===== src/rtl/fetch_ctrl_if.sv =====
// Board-side and fetch-side signals of the run-control sequencer.
// master: the sequencer itself. slave: the board / fetch stage around it.
// There is no valid/ready pair here. Event inputs are raw levels that
// the sequencer synchronises and debounces. Outputs are levels that the
// fetch stage samples on the falling clock edge.
interface fetch_ctrl_if #(
  parameter int CNT_W = 16
);
  logic             ecall;
  logic             continue_button;
  logic             load_button;
  logic [2:0]       test_switch;
  logic             pc_load;
  logic             pc_write;
  logic [2:0]       test_number;
  logic             halted;
  logic [2:0]       state;
  logic [CNT_W-1:0] instr_count;

  modport master (
    input  ecall, continue_button, load_button, test_switch,
    output pc_load, pc_write, test_number, halted, state, instr_count
  );

  modport slave (
    output ecall, continue_button, load_button, test_switch,
    input  pc_load, pc_write, test_number, halted, state, instr_count
  );
endinterface


===== src/rtl/fetch_ctrl.sv =====
// Run-control sequencer for the instruction-fetch stage.
// Debounces the load/continue buttons and latches the test selection.
// Sequences PC load, advance and ecall halt/resume.
// Counts PC advances since the last load, saturating at all-ones.
module fetch_ctrl #(
  parameter int DB_CYCLES = 4,
  parameter int CNT_W     = 16
) (
  input logic        clock,
  input logic        reset,
  fetch_ctrl_if.master bus
);

  localparam int DB_W = (DB_CYCLES > 1) ? $clog2(DB_CYCLES) : 1;
  localparam logic [DB_W-1:0] DB_LAST = DB_W'(DB_CYCLES - 1);

  typedef enum logic [2:0] {
    S_IDLE   = 3'd0,
    S_LOAD   = 3'd1,
    S_RUN    = 3'd2,
    S_HALT   = 3'd3,
    S_RESUME = 3'd4
  } state_t;

  // Index 0 = continue button, index 1 = load button.
  logic [1:0]      btn_s1;
  logic [1:0]      btn_s2;
  logic [2:0]      sw_s1;
  logic [2:0]      sw_s2;
  logic [1:0]      db_level;
  logic [1:0]      press;
  logic [DB_W-1:0] db_cnt [2];

  state_t           st;
  logic [2:0]       tn;
  logic [CNT_W-1:0] cnt;
  logic             pc_write;
  logic             cont_ev;
  logic             load_ev;

  assign cont_ev = press[0];
  assign load_ev = press[1];

  // Two-flop synchronisers for both buttons and the switch bank.
  always_ff @(posedge clock or posedge reset) begin
    if (reset) begin
      btn_s1 <= '0;
      btn_s2 <= '0;
      sw_s1  <= '0;
      sw_s2  <= '0;
    end else begin
      btn_s1 <= {bus.load_button, bus.continue_button};
      btn_s2 <= btn_s1;
      sw_s1  <= bus.test_switch;
      sw_s2  <= sw_s1;
    end
  end

  // Per-button debounce. The level flips after DB_CYCLES consecutive
  // differing samples. A release (1->0) emits a one-cycle press pulse.
  always_ff @(posedge clock or posedge reset) begin
    if (reset) begin
      db_level  <= '0;
      press     <= '0;
      db_cnt[0] <= '0;
      db_cnt[1] <= '0;
    end else begin
      for (int i = 0; i < 2; i++) begin
        press[i] <= 1'b0;
        if (btn_s2[i] == db_level[i]) begin
          db_cnt[i] <= '0;
        end else if (db_cnt[i] == DB_LAST) begin
          db_level[i] <= btn_s2[i];
          db_cnt[i]   <= '0;
          press[i]    <= db_level[i];
        end else begin
          db_cnt[i] <= db_cnt[i] + 1'b1;
        end
      end
    end
  end

  // RESUME always steps past the ecall, even though ecall is still high.
  assign pc_write = ((st == S_RUN) && !bus.ecall) || (st == S_RESUME);

  // Run-control FSM, test-number latch and saturating advance counter.
  // A load event overrides everything, including a coincident continue.
  always_ff @(posedge clock or posedge reset) begin
    if (reset) begin
      st  <= S_IDLE;
      tn  <= '0;
      cnt <= '0;
    end else if (load_ev) begin
      st  <= S_LOAD;
      tn  <= sw_s2;
      cnt <= '0;
    end else begin
      case (st)
        S_IDLE:   st <= S_IDLE;
        S_LOAD:   st <= S_RUN;
        S_RUN:    if (bus.ecall) st <= S_HALT;
        S_HALT:   if (cont_ev) st <= S_RESUME;
        S_RESUME: st <= S_RUN;
        default:  st <= S_IDLE;
      endcase
      if (pc_write && (cnt != '1)) cnt <= cnt + 1'b1;
    end
  end

  assign bus.state       = st;
  assign bus.pc_load     = (st == S_LOAD);
  assign bus.halted      = (st == S_HALT);
  assign bus.pc_write    = pc_write;
  assign bus.test_number = tn;
  assign bus.instr_count = cnt;

endmodule


===== src/flat_wrapper.sv =====
// flat-port wrapper written by rule: the top's interface ports become plain ports
module fetch_ctrl_flat 
#(
  parameter int DB_CYCLES = 4,
  parameter int CNT_W     = 16
)
  (clock, reset, bus_ecall, bus_continue_button, bus_load_button, bus_test_switch, bus_pc_load, bus_pc_write, bus_test_number, bus_halted, bus_state, bus_instr_count);
  fetch_ctrl_if #(.CNT_W(CNT_W)) bus_i ();
  input logic clock;
  input logic reset;
  input wire logic [$bits(bus_i.ecall)-1:0] bus_ecall;
  input wire logic [$bits(bus_i.continue_button)-1:0] bus_continue_button;
  input wire logic [$bits(bus_i.load_button)-1:0] bus_load_button;
  input wire logic [$bits(bus_i.test_switch)-1:0] bus_test_switch;
  output wire logic [$bits(bus_i.pc_load)-1:0] bus_pc_load;
  output wire logic [$bits(bus_i.pc_write)-1:0] bus_pc_write;
  output wire logic [$bits(bus_i.test_number)-1:0] bus_test_number;
  output wire logic [$bits(bus_i.halted)-1:0] bus_halted;
  output wire logic [$bits(bus_i.state)-1:0] bus_state;
  output wire logic [$bits(bus_i.instr_count)-1:0] bus_instr_count;
  assign bus_i.ecall = bus_ecall;
  assign bus_i.continue_button = bus_continue_button;
  assign bus_i.load_button = bus_load_button;
  assign bus_i.test_switch = bus_test_switch;
  assign bus_pc_load = bus_i.pc_load;
  assign bus_pc_write = bus_i.pc_write;
  assign bus_test_number = bus_i.test_number;
  assign bus_halted = bus_i.halted;
  assign bus_state = bus_i.state;
  assign bus_instr_count = bus_i.instr_count;
  fetch_ctrl #(.DB_CYCLES(DB_CYCLES), .CNT_W(CNT_W)) u_core (.clock(clock), .reset(reset), .bus(bus_i));
endmodule

===== config.mk =====
export PLATFORM = sky130hd
export DESIGN_NAME = fetch_ctrl_flat
export DESIGN_NICKNAME = d
export VERILOG_FILES = /design/src/rtl/fetch_ctrl_if.sv /design/src/rtl/fetch_ctrl.sv /design/src/flat_wrapper.sv
export SDC_FILE = /design/constraint.sdc
export NUM_CORES = 1
export LEC_CHECK = 0
export ABC_CLOCK_PERIOD_IN_PS = 2500
export BUFFER_PORTS_ARGS = -buffer_cell sky130_fd_sc_hd__buf_4
export CORE_ASPECT_RATIO = 0.6
export CORE_MARGIN = 8
export CORE_UTILIZATION = 54
export CTS_CLUSTER_DIAMETER = 80
export DETAILED_ROUTE_END_ITERATION = 8
export PLACE_DENSITY_LB_ADDON = 0.12
export RECOVER_POWER = 50
export SKIP_CTS_REPAIR_TIMING = 1
export SLEW_MARGIN = 15
export SYNTH_ARGS = -nofsm -noshare
export SYNTH_HDL_FRONTEND = slang
export SYNTH_SLANG_ARGS = --single-unit

===== constraint.sdc =====
create_clock -name clock -period 2.5 [get_ports clock]
set_clock_uncertainty 0.15 [all_clocks]
set_input_delay 0.125 -clock clock [delete_from_list [all_inputs] [get_ports clock]]
set_output_delay 0.125 -clock clock [all_outputs]
set_load 0.01 [all_outputs]

Yosys cells after proc, flatten, opt, wreduce, memory -nomap -nowiden
Index checks and enable logic that the tools add are counted.
{"block": "word_totals", "reg_bits": 40, "inputBits": 8, "out_inout_bits": 25, "elab_cells": 51}
{"block": "op_classes", "n_addsub": 3, "n_eq_ne": 11, "n_mux": 14, "n_bitwise": 2, "n_reduce_logical": 9}
{"operator": "16-bit 2-to-1 mux", "n": 2}
{"operator": "16-bit by 1-bit adder with 16-bit output (second input constant)", "n": 1}
{"operator": "16-bit inequality test (second input constant)", "n": 1}
{"operator": "3-bit 2-to-1 mux", "n": 3}
{"operator": "3-bit case mux with 3 select lines", "n": 1}
{"operator": "2-bit 2-to-1 mux", "n": 4}
{"operator": "3-bit by 2-bit equality test with 1-bit output (second input constant)", "n": 2}
{"operator": "2-bit AND reduction", "n": 3}
{"operator": "2-bit by 1-bit adder with 2-bit output (second input constant)", "n": 2}
{"operator": "2-bit equality test (second input constant)", "n": 2}
{"operator": "1-bit 2-to-1 mux", "n": 4}
{"operator": "3-bit by 1-bit equality test with 1-bit output (second input constant)", "n": 1}
{"operator": "3-bit equality test (second input constant)", "n": 1}
{"operator": "3-bit by 1-bit inequality test with 1-bit output (second input constant)", "n": 1}
{"operator": "3-bit by 2-bit inequality test with 1-bit output (second input constant)", "n": 1}
{"operator": "1-bit equality test", "n": 2}
{"operator": "1-bit logical AND", "n": 2}
{"operator": "1-bit inverter", "n": 2}
{"operator": "2-bit nonzero test", "n": 1}
{"operator": "2-bit OR reduction", "n": 1}
{"operator": "1-bit zero test", "n": 1}
{"operator": "1-bit logical OR", "n": 1}

Logic depth before layout (Yosys ltp)
Gate-level depths: netlist of run 1.
{"block": "logic_depth", "depth_word": 6, "mapped_depth": 6, "mapped_depth_nobuf": 5}

Worst setup path before layout of run 1
No wires, ideal clock.
{"block": "synth_timing", "kind": "register to register", "start": "register u_core.st[2] (netlist: u_core.bus.state[2])", "end": "register u_core.cnt[10] (netlist: u_core.bus.instr_count[10])", "setup_time_ps": 125, "t_arrival_ps": 1603, "required_time_ps": 2225, "setup_slack_ps": 623, "path_stages_with_launch": 6, "n_path_buf": 1, "synth_period_minus_slack_ps": 1877, "cell_sequence": "dfrtp_1 > nor3b_2 > o21ai_1 > buf_4 > nor4_1 > mux2_2"}
{"block": "synth_via", "elab_chain_len": 5, "elab_cells_between_ends": 6, "classes_between": "eq/ne: 2; reduce/logical: 4"}
{"element": "start, declared", "line": "fetch_ctrl.sv:34", "text": "state_t st;"}
{"element": "start signal, assigned", "line": "fetch_ctrl.sv:90", "text": "st <= S_IDLE;"}
{"element": "start signal, assigned", "line": "fetch_ctrl.sv:94", "text": "st <= S_LOAD;"}
{"element": "start signal, assigned", "line": "fetch_ctrl.sv:99", "text": "S_IDLE: st <= S_IDLE;"}
{"element": "3-bit by 2-bit equality test with 1-bit output", "line": "fetch_ctrl.sv:84", "text": "assign pc_write = ((st == S_RUN) && !bus.ecall) || (st == S_RESUME);"}
{"element": "1-bit logical AND", "line": "fetch_ctrl.sv:84"}
{"element": "1-bit logical OR (*)", "line": "fetch_ctrl.sv:84"}
{"element": "1-bit logical AND (*)", "line": "fetch_ctrl.sv:106", "text": "if (pc_write && (cnt != '1)) cnt <= cnt + 1'b1;"}
{"element": "2-bit nonzero test (no line) (*)"}
{"element": "end signal, assigned", "line": "fetch_ctrl.sv:106"}
{"element": "end, declared", "line": "fetch_ctrl.sv:36", "text": "logic [CNT_W-1:0] cnt;"}
Mark *: on every way between the ends. The rest lies on a longest branch, timed or not.
A chain may end at the register's enable or synchronous reset.

Worst setup path after layout of run 1
{"block": "layout_timing", "start": "register u_core.st[1] (netlist: u_core.bus.state[1])", "end": "output bus_pc_write"}
{"block": "layout_via", "elab_chain_len": 3, "elab_cells_between_ends": 4, "classes_between": "eq/ne: 2; reduce/logical: 2"}
{"element": "3-bit by 2-bit equality test with 1-bit output", "line": "fetch_ctrl.sv:84"}
{"element": "1-bit logical AND", "line": "fetch_ctrl.sv:84"}
{"element": "1-bit logical OR (*)", "line": "fetch_ctrl.sv:84"}
{"element": "end, declared", "line": "flat_wrapper.sv:16", "text": "output wire logic [$bits(bus_i.pc_write)-1:0] bus_pc_write;"}
Marked as above.

==> impl_metrics.toml, run 1 <==
[drt]
routed_via_density = 5.60
drt_pass1_iterations = 4
drt_iter0_markers = 52
drtAntennaViolNets = 0
wirelength_um = 3610
num_vias = 1338
wl_per_cell_um = 15.1
drc = 0

[clock_network]
cts_tree = "built"
clock_path_buffers = 2
cts_made_buffers = 5
clk_latency_ns = 0.29
h-tree-depth = 2
cts.sinks = 40
cts-root-buf = "clkbuf_8"
cts.clk_slew.worst_paths_ns = 0.08

[yosys]
synth_top_cell_area_share_pct = 56.7
yosysWarningCount = 0
postSynthNetCount = 161
synth_area_per_cell_um2 = 11.8
postSynthCellCount = 150
synthTopCellsByArea = "dfrtp_1 57%, mux2_2 6.4%, o31ai_1 3.4%"
ys_types = 36
yosysSeqAreaShare_pct = 56.7
synth_area_leader_cell = "dfrtp_1"
ys_ff_latch = 40
syn_area_um2 = 1760

[global_routing]
grt_first_pass_wirelength_um = 6110
track_usage_pct = 14.1
grt_pass1_vias = 1288
grt_max_degree = 41
grt.overflow.total = 0
antenna_found_initial = 0

[power_and_ir_drop]
power.leakage_nw = 1.02
p_comb_share_pct = 23.0
intPower_mw = 1.32
p_sw_share_pct = 28.5
ir_worst_vdd_uv = 543
seq_power_share_pct = 47.0
p_sw_mw = 0.525
power_density_nw_per_um2 = 825
clkPwrFrac_pct = 30.0

[sta]
rsz0062_at_grt = "no"
relSlewSlack_pct = 35.5
period_needed_ns = 2.26
worst_pin_slew_ns = 0.968
finalHoldViolCount = 0
setup_tns_ns = 0
setup-violations-final = 0
fmax_mhz = 442
finalCritPeriodShare_pct = 90.6
maxSlewViolCount = 0

[worst_setup_path]
r2r-end = "u_core.bus.instr_count[0]$_DFFE_PP0P_"
reg2reg_slack_ns = 0.29
crit_path_start = "u_core.bus.state[1]$_DFFE_PP0P_"
worstPathRequired_ns = 2.23
crit_path_max_fanout = 15
cp.depth = 4
worst-setup-path-type = "reg2out"
worst-path-buf-inv = 2
critical-path-slowest-cell = "o21ai_1"
cp-start-kind = "flop"
reg2reg_from = "u_core.bus.state[1]$_DFFE_PP0P_"
slowest_delay_ns = 0.70
cp_cell_sequence = "and2b_1 > o21ai_1 > inv_1 > buf_4"
critPathCaptureType = "primary output"
reg2reg_depth = 4
cp_top_family = "compound AO/OA/AOI/OAI gates"
crit_arrival_ns = 1.99
cp-endpoint = "bus_pc_write"

[layout]
num_antenna_cells = 0
layoutNonFillerInstCount = 239
stdcell_area_um2 = 2240
area_growth_pct = 26.9
fin_nets = 204
drive_gt1_share_pct = 28.9

[die]
die_area_um2 = 5410
ios = 33
placementRows = 16
die_x_um = 89.8
start_util_pct = 55.4
die_y_um = 60.3
fp.coreArea_um2 = 3180

[placement]
placed_area_um2 = 2050
place_congestion = 0.837
io_buffer_count = 32
placed_cells = 224
dp_hpwl_um = 2510

[worst_hold_path]
hold_path_class = "reg2reg"

[job]
cap_violations = 0

[run_status]
outcome = "finished, final reports clean"
[routing by layer]
layer	track usage, %	share of wire (%)	up-vias
met2	22.4	47	34
met5	0	0	-
met4	5.25	0.78	0
met1	17.1	46	654
met3	5.64	6.8	4
li1	-	-	646
[sequential cells by signal (all words and copies together), names as in the netlist]
signal,cells
u_core.bus.test_number,3
u_core.db_level,2
u_core.sw_s2,3
u_core.press,2
u_core.btn_s2,2
u_core.bus.state,3
u_core.sw_s1,3
u_core.btn_s1,2
u_core.db_cnt,4
u_core.bus.instr_count,16
[cell families (layout without fill, tap and decap cells)]
group                    count (synthesis)  count (layout)  share of synthesized area [%]
AND/OR/NAND/NOR                         61              61                           21.8
flip-flops                              40              40                           56.7
AO/OA/AOI/OAI                           26              26                           9.65
multiplexers                            11              11                           6.95
buffers and inverters                    7              51                           1.70
adder cells (fa/ha/maj)                  3               3                           2.13
XOR/XNOR                                 2               2                          0.993
[cells in the mapped netlist]
| cell | number |
|---|---|
| clkbuf_1 | 2 |
| inv_1 | 3 |
| o31ai_1 | 8 |
| nor4_1 | 2 |
| buf_4 | 1 |
| o2111ai_2 | 1 |
| nor3b_2 | 1 |
| nor2_1 | 7 |
| and3b_1 | 3 |
| xnor2_1 | 2 |
| and3_1 | 3 |
| o211ai_1 | 1 |
| nand4_1 | 4 |
| o21ai_0 | 2 |
| a311oi_1 | 1 |
| nor3b_1 | 2 |
| dfrtp_1 | 40 |
| a2111oi_0 | 1 |
| nand2b_1 | 3 |
| nor3_2 | 1 |
| nor2b_1 | 8 |
| nor4b_2 | 1 |
| o21ai_1 | 1 |
| or4_1 | 7 |
| mux2i_1 | 1 |
| or3_1 | 1 |
| or2_2 | 1 |
| and2b_1 | 1 |
| a21oi_1 | 11 |
| ha_1 | 3 |
| mux2_2 | 10 |
| and4_1 | 2 |
| nand3_1 | 5 |
| nand2_1 | 4 |
| nor3_1 | 5 |
| buf_1 | 1 |
[per-stage QoR]
stage / setup WS, ns / hold slack [ns] / utilization, % / power (mW)
6_report: 0.236 / 0.206 / 70.3 / 1.85
5_1_grt: 0.0992 / 0.213 / 70.3 / 1.97
4_1_cts: 0.253 / -0.223 / 68.2 / 1.86
3_5_place_dp: 0.318 / 0.0856 / 64.4 / 1.31
3_3_place_gp: 0.428 / 0.0845 / 64.4 / 1.28
2_1_floorplan: 0.623 / 0.00643 / - / 1.12
[worst reg2reg max path: stages, from the launching register on]
cell and delay (ns):
dfrtp_1 0.45, and2b_1 0.23, o21ai_1 0.70, nor2_1 0.23, mux2_2 0.33
[cell usage in the layout, fill, tap and decap left out, types with 2 or more instances in the layout]
master | Yosys | layout
dfrtp_1 | 40 | 40
buf_4 | 1 | 26
a21oi_1 | 11 | 11
mux2_2 | 10 | 10
o31ai_1 | 8 | 8
nor2b_1 | 8 | 8
or4_1 | 7 | 7
nor2_1 | 7 | 7
dlygate4sd3_1 | 0 | 7
clkbuf_8 | 0 | 6
clkbuf_4 | 0 | 6
nand3_1 | 5 | 5
nor3_1 | 5 | 5
nand2_1 | 4 | 4
nand4_1 | 4 | 4
inv_1 | 3 | 3
and3_1 | 3 | 3
and3b_1 | 3 | 3
nand2b_1 | 3 | 3
ha_1 | 3 | 3
and4_1 | 2 | 2
o21ai_0 | 2 | 2
nor4_1 | 2 | 2
nor3b_1 | 2 | 2
xnor2_1 | 2 | 2
[how the worst min path moves through the flow]
stage                          startpoint                         end  slack (ns)  cells past startpoint
5_1_grt        u_core.btn_s1[0]$_DFF_PP0_  u_core.btn_s2[0]$_DFF_PP0_        0.21                      0
6_report        u_core.sw_s1[2]$_DFF_PP0_   u_core.sw_s2[2]$_DFF_PP0_        0.21                      0
2_1_floorplan         bus_continue_button  u_core.btn_s1[0]$_DFF_PP0_       0.006                      0
4_1_cts                bus_test_switch[2]   u_core.sw_s1[2]$_DFF_PP0_       -0.22                      1
3_5_place_dp           bus_test_switch[2]   u_core.sw_s1[2]$_DFF_PP0_        0.09                      1
3_3_place_gp          bus_continue_button  u_core.btn_s1[0]$_DFF_PP0_        0.08                      1
[area by class of cell]
type	instances	area (µm²)
flip-flops and latches	40	1000
fillers	225	945
multi-input cells	103	733
repair buffers	40	315
clock buffers	6	82.6
well taps	45	56.3
clock inverters	2	38.8
inverters	3	11.3
[power groups by stage]
stage / combinational, mW / clock (mW) / sequential [mW]
floorplan: 0.239 / 0 / 0.877
global placement: 0.409 / 0 / 0.868
detailed placement: 0.430 / 0 / 0.877
CTS: 0.430 / 0.567 / 0.867
global route: 0.477 / 0.600 / 0.892
finish: 0.426 / 0.554 / 0.867
Note: power is estimated with default switching activity, not from simulation.
==> run 2: changes to the inputs <==
--- a/config.mk
+++ b/config.mk
@@ -5,11 +5,12 @@
 export SDC_FILE = /design/constraint.sdc
 export NUM_CORES = 1
 export LEC_CHECK = 0
+export ABC_AREA = 1
 export ABC_CLOCK_PERIOD_IN_PS = 2500
 export BUFFER_PORTS_ARGS = -buffer_cell sky130_fd_sc_hd__buf_4
 export CORE_ASPECT_RATIO = 0.6
 export CORE_MARGIN = 8
-export CORE_UTILIZATION = 54
+export CORE_UTILIZATION = 55
 export CTS_CLUSTER_DIAMETER = 80
 export DETAILED_ROUTE_END_ITERATION = 8
 export PLACE_DENSITY_LB_ADDON = 0.12
==> impl_metrics.toml, run 2 <==
[power_and_ir_drop]
clkPwrFrac_pct = 22.4
p_sw_share_pct = 35.2
seq_power_share_pct = 45.2
p_sw_mw = 0.689
p_total_mw = 1.95
intPower_mw = 1.27
power.leakage_nw = 1.22
p_comb_share_pct = 32.4
ir_worst_vdd_uv = 572
power_density_nw_per_um2 = 836

[worst_hold_path]
whs_path_depth = 5
min_from = "bus_ecall"
hold_path_class = "in2reg"

[yosys]
yosysSeqAreaShare_pct = 52.8
synth_edf_count = 0
synth_xor_area_share_pct = 2.77
postSynthNetCount = 235
synth-compound-area-share_pct = 3.50
ys_ff_latch = 40
synthTopCellsByArea = "dfrtp_1 53%, nand2_1 14%, nor2_1 5.2%"
syn_area_um2 = 1890
synthFlopType = "dfrtp_1"
synth_area_leader_cell = "dfrtp_1"
synth.most_common_cell = "nand2_1"
async_flop_share_pct = 100
ys_types = 21
synth_top_cell_area_share_pct = 52.8
post_synth_fa_ha_maj_area_fraction_pct = 1.98
netlist_top_cells_count = "70 x nand2_1, 40 x dfrtp_1, 26 x nor2_1"
synth.mux.area_fraction_pct = 1.19
synth_top_family_by_area = "simple AND/OR/NAND/NOR gates"
yosysWarningCount = 0
yosys.area_share.simple_pct = 32.4
postSynthCellCount = 224
synth_area_per_cell_um2 = 8.46

[run_status]
outcome = "finished, final reports clean"

[global_routing]
grt_first_pass_wirelength_um = 6820
met1_usage_pct = 22.2
top_usage_layer = "met1"
antenna_found_initial = 0
grt_max_degree = 41
grtUsageMet2_pct = 20.9
use_met3_pct = 5.35
grt.overflow.total = 0
grt_pass1_vias = 1388
track_usage_pct = 15.5

[drt]
wirelength_um = 4130
wl_per_cell_um = 13.1
num_vias = 1621
drt_pass1_iterations = 4
drtAntennaViolNets = 0
drt_iter0_markers = 123
drc = 0
routed_via_density = 5.16

[layout]
num_antenna_cells = 0
final_cell_mix = "70 x nand2_1, 40 x dfrtp_1, 27 x buf_4"
drive_gt1_share_pct = 18.6
fin_nets = 279
final_common_cell = "nand2_1"
layoutNonFillerInstCount = 314
area_growth_pct = 23.4
largest_reg_flops = 16
stdcell_area_um2 = 2340

[worst_setup_path]
crit_path_max_fanout = 9
critPathCaptureType = "flop"
cp-start-kind = "flop"
reg2reg_from = "u_core.bus.instr_count[1]$_DFFE_PP0P_"
crit_path_start = "u_core.bus.instr_count[1]$_DFFE_PP0P_"
critical-path-slowest-cell = "dfrtp_1"
worst-setup-path-type = "reg2reg"
slowest_delay_ns = 0.42
crit_top_cell = "nand2_1"
cp_cell_sequence = "ha_1 > nand2_1 > nor2_4 > nand2_4 > o21ai_1 > nand2_1 > o21ai_0"
reg2reg_depth = 7
worstPathRequired_ns = 2.54
crit_arrival_ns = 1.98

[sta]
setup-violations-final = 0
fmax_mhz = 516
finalHoldViolCount = 0
worst_pin_slew_ns = 0.937
rsz0062_at_grt = "no"
maxSlewViolCount = 0
relSlewSlack_pct = 37.5
period_needed_ns = 1.94
finalCritPeriodShare_pct = 77.5
setup_tns_ns = 0

[die]
die_x_um = 91.8
start_util_pct = 57.7
fp.coreArea_um2 = 3280
die_y_um = 61.5
placementRows = 16
die_area_um2 = 5640
ios = 33

[placement]
placed_cells = 300
placed_area_um2 = 2190
place_congestion = 0.929
io_buffer_count = 32
dp_hpwl_um = 3020

[clock_network]
cts-root-buf = "clkbuf_8"
clk_latency_ns = 0.29
cts_tree = "built"
h-tree-depth = 2
clock_path_buffers = 2
cts_made_buffers = 5
cts.sinks = 40
cts.clk_slew.worst_paths_ns = 0.07

[job]
cap_violations = 0
## run 2: changes by cell type in the layout (fill, tap and decap cells not counted), moves of 4 or more
| cell | change |
|---|---|
| o21ai_0 | +4 |
| nor2b_1 | -8 |
| nand3_1 | +14 |
| inv_1 | +19 |
| nor2_1 | +19 |
| or4_1 | -7 |
| o31ai_1 | -8 |
| nand4_1 | +6 |
| nor2_4 | +5 |
| xor2_1 | +4 |
| a21oi_1 | -9 |
| nand2_1 | +66 |
| mux2_2 | -8 |
## run 2: area by class of cell
type,instances,area [µm²]
fillers,271,946
flip-flops and latches,40,1000
repair buffers,40,313
clock buffers,6,82.6
clock inverters,2,10.0
multi-input cells,159,792
inverters,22,82.6
well taps,45,56.3
## run 2: power by group through the flow
stage | Sequential, mW | Combinational, mW | Clock, mW
6_report | 0.883 | 0.633 | 0.438
5_1_grt | 0.903 | 0.717 | 0.475
4_1_cts | 0.882 | 0.635 | 0.449
3_5_place_dp | 0.895 | 0.631 | 0
3_3_place_gp | 0.890 | 0.622 | 0
2_1_floorplan | 0.905 | 0.377 | 0
## run 2: final timing paths
kind | to | slack [ns]
setup / recovery | u_core.bus.instr_count[0]$_DFFE_PP0P_ | 0.56
hold / removal | u_core.bus.state[0]$_DFFE_PP0P_ | 0.16
setup reg to reg | u_core.bus.instr_count[0]$_DFFE_PP0P_ | 0.56
hold reg to reg | u_core.sw_s2[2]$_DFF_PP0_ | 0.20
max in group asynchronous | u_core.bus.instr_count[13]$_DFFE_PP0P_ | 1.08
min in group asynchronous | u_core.bus.instr_count[9]$_DFFE_PP0P_ | 0.54
## run 2: logic make-up (layout without fill, tap and decap cells)
group / after synthesis / count (layout)
muxes: 2 / 2
buffers and inverters: 25 / 70
adders and majority gates: 3 / 3
and+or+nand+nor: 136 / 136
DFF: 40 / 40
xor gates and xnor gates: 6 / 6
AOI/OAI and AO/OA: 12 / 12
## run 2: critical path, delay by kind of cell, from the launching register on
family                   cells  cell delay (ns)
adder cells (fa/ha/maj)      1             0.23
AND/OR/NAND/NOR              4             0.61
AO/OA/AOI/OAI                2             0.44
flip-flops                   1             0.42
## run 2: metrics by stage
| stage | setup slack [ns] | util, % | hold slack [ns] |
|---|---|---|---|
| global route | 0.394 | 71.2 | 0.198 |
| floorplan | 0.771 | - | 0.00643 |
| CTS | 0.564 | 69.4 | -0.220 |
| global placement | 0.635 | 66.6 | 0.0841 |
| detailed placement | 0.584 | 66.6 | 0.0855 |
| finish | 0.562 | 71.2 | 0.155 |
## run 2: metal layers
| metal | part of all wire [%] | vias up | routed length (µm) |
|---|---|---|---|
| met4 | 1.3 | 0 | 53 |
| met5 | 0 | - | 0 |
| met2 | 40 | 61 | 1640 |
| met1 | 50 | 749 | 2070 |
| met3 | 8.9 | 7 | 369 |
| li1 | - | 804 | - |
==> run 3: changes to the inputs <==
--- a/config.mk
+++ b/config.mk
@@ -5,12 +5,12 @@
 export SDC_FILE = /design/constraint.sdc
 export NUM_CORES = 1
 export LEC_CHECK = 0
-export ABC_AREA = 1
-export ABC_CLOCK_PERIOD_IN_PS = 2500
+export ABC_AREA = 0
+export ABC_CLOCK_PERIOD_IN_PS = 1950
 export BUFFER_PORTS_ARGS = -buffer_cell sky130_fd_sc_hd__buf_4
 export CORE_ASPECT_RATIO = 0.6
 export CORE_MARGIN = 8
-export CORE_UTILIZATION = 55
+export CORE_UTILIZATION = 54
 export CTS_CLUSTER_DIAMETER = 80
 export DETAILED_ROUTE_END_ITERATION = 8
 export PLACE_DENSITY_LB_ADDON = 0.12
==> constraint.sdc (replaced) <==
create_clock -name clock -period 1.95 [get_ports clock]
set_clock_uncertainty 0.15 [all_clocks]
set_input_delay 0.0975 -clock clock [delete_from_list [all_inputs] [get_ports clock]]
set_output_delay 0.0975 -clock clock [all_outputs]
set_load 0.01 [all_outputs]
==> impl_metrics.toml, run 3 (synthesis results as in run 1) <==
[drt]
routed_via_density = 5.59
drt_iter0_markers = 101
drt_pass1_iterations = 4
num_vias = 1426
drtAntennaViolNets = 0
wirelength_um = 4020
wl_per_cell_um = 15.8
drc = 0

[worst_hold_path]
min_from = "u_core.sw_s1[2]$_DFF_PP0_"
hold_path_class = "reg2reg"
min_to = "u_core.sw_s2[2]$_DFF_PP0_"
whs_path_depth = 0

[global_routing]
grtUsageMet2_pct = 23.9
track_usage_pct = 14.4
grt.overflow.total = 0
grt_pass1_vias = 1357
grt_max_degree = 41
top_usage_layer = "met2"
antenna_found_initial = 0
use_met3_pct = 5.26
met1_usage_pct = 17.7
grt_first_pass_wirelength_um = 6330

[power_and_ir_drop]
p_comb_share_pct = 30.3
seq_power_share_pct = 47.3
p_total_mw = 2.31
clkPwrFrac_pct = 22.3
intPower_mw = 1.60
ir_worst_vdd_uv = 679
power_density_nw_per_um2 = 966
p_sw_mw = 0.711
p_sw_share_pct = 30.8
power.leakage_nw = 1.11

[clock_network]
cts-root-buf = "clkbuf_8"
h-tree-depth = 2
cts.clk_slew.worst_paths_ns = 0.07
cts.sinks = 40
cts_made_buffers = 5
clk_latency_ns = 0.28
cts_tree = "built"
clock_path_buffers = 2

[die]
die_x_um = 89.8
die_area_um2 = 5410
placementRows = 16
ios = 33
fp.coreArea_um2 = 3180
die_y_um = 60.3
start_util_pct = 55.4

[layout]
stdcell_area_um2 = 2390
fill_cells = 205
area_growth_pct = 35.5
num_antenna_cells = 0
final_cell_mix = "40 x buf_4, 40 x dfrtp_1, 10 x mux2_2"
layoutNonFillerInstCount = 255
fin_nets = 221
drive_gt1_share_pct = 37.1
multi_input_area_um2 = 808
largest_reg_flops = 16
regArea_um2 = 1000

[job]
cap_violations = 0

[sta]
fmax_mhz = 522
period_needed_ns = 1.92
finalCritPeriodShare_pct = 98.2
maxSlewViolCount = 0
relSlewSlack_pct = 34.9
setup-violations-final = 0
finalHoldViolCount = 0
worst_pin_slew_ns = 0.977

[worst_setup_path]
crit_path_max_fanout = 15
worst-setup-path-type = "reg2reg"
cp-start-kind = "flop"
r2r-end = "u_core.bus.instr_count[10]$_DFFE_PP0P_"
worstPathRequired_ns = 1.97
reg2reg_depth = 5
reg2reg_slack_ns = 0.03
reg2reg_from = "u_core.bus.state[2]$_DFFE_PP0P_"
crit_arrival_ns = 1.93
critPathCaptureType = "flop"

[placement]
place_congestion = 0.836
placed_cells = 236
io_buffer_count = 32
dp_hpwl_um = 2720
placed_area_um2 = 2140

[run_status]
outcome = "finished, final reports clean"
run 3: cell types whose count changed in the layout (fill, tap and decap cells not counted), moves of 8 or more:
cell     previous run  this run
nand2_1            70         4
inv_1              22         3
nor2_1             26         7
nand3_1            19         5
buf_4              27        40
mux2_2              2        10
nor2b_1             0         8
o31ai_1             0         8
run 3: per-layer routing:
metal | share of wire (%) | vias to the layer above | wire length [µm]
li1 | - | 683 | -
met1 | 43 | 699 | 1750
met2 | 49 | 44 | 1980
met3 | 7.2 | 0 | 288
met4 | 0 | 0 | 0
met5 | 0 | - | 0
run 3: worst max-delay path by stage:
stage / depth (start not counted) / startpoint / endpoint / slack [ns]
after detailed placement: 6 / u_core.bus.instr_count[1]$_DFFE_PP0P_ / u_core.bus.instr_count[14]$_DFFE_PP0P_ / 0.02
after floorplan: 5 / u_core.bus.state[2]$_DFFE_PP0P_ / u_core.bus.instr_count[10]$_DFFE_PP0P_ / 0.07
after global routing: 5 / u_core.bus.instr_count[1]$_DFFE_PP0P_ / u_core.bus.instr_count[15]$_DFFE_PP0P_ / -0.03
after global placement: 5 / u_core.bus.instr_count[1]$_DFFE_PP0P_ / u_core.bus.instr_count[5]$_DFFE_PP0P_ / 0.1
after CTS: 6 / u_core.bus.instr_count[1]$_DFFE_PP0P_ / u_core.bus.instr_count[14]$_DFFE_PP0P_ / 0.009
final: 5 / u_core.bus.state[2]$_DFFE_PP0P_ / u_core.bus.instr_count[10]$_DFFE_PP0P_ / 0.03
run 3: final cells by class:
cell class	count	area share (%)
inverters	3	0.471
multi-input cells	103	33.8
repair buffers	57	18.1
clock buffers	5	2.88
well taps	45	2.36
flip-flops and latches	40	41.9
clock inverters	2	0.524
run 3: critical path: stages (launching register included):
cell and delay, ns:
dfrtp_1 0.43, nor3b_4 0.25, o21ai_1 0.11, buf_4 0.19, nor4_1 0.28, mux2_2 0.38
run 3: per-stage QoR:
| stage | worst slack (ns) | util (%) | setup TNS [ns] | hold WS, ns |
|---|---|---|---|---|
| floorplan | 0.0726 | - | 0 | -0.0211 |
| global placement | 0.0972 | 67.2 | 0 | 0.0568 |
| detailed placement | 0.0186 | 67.2 | 0 | 0.0578 |
| CTS | 0.00857 | 69.8 | 0 | -0.236 |
| global route | -0.0303 | 75.1 | -0.0902 | 0.211 |
| finish | 0.0342 | 75.1 | 0 | 0.201 |
run 3: power by group through the flow:
stage | clock network (mW) | logic, mW | registers, mW
after floorplan | 0 | 0.306 | 1.12
after global placement | 0 | 0.613 | 1.09
after detailed placement | 0 | 0.644 | 1.10
after CTS | 0.528 | 0.650 | 1.08
after global routing | 0.557 | 0.772 | 1.12
final | 0.516 | 0.700 | 1.09
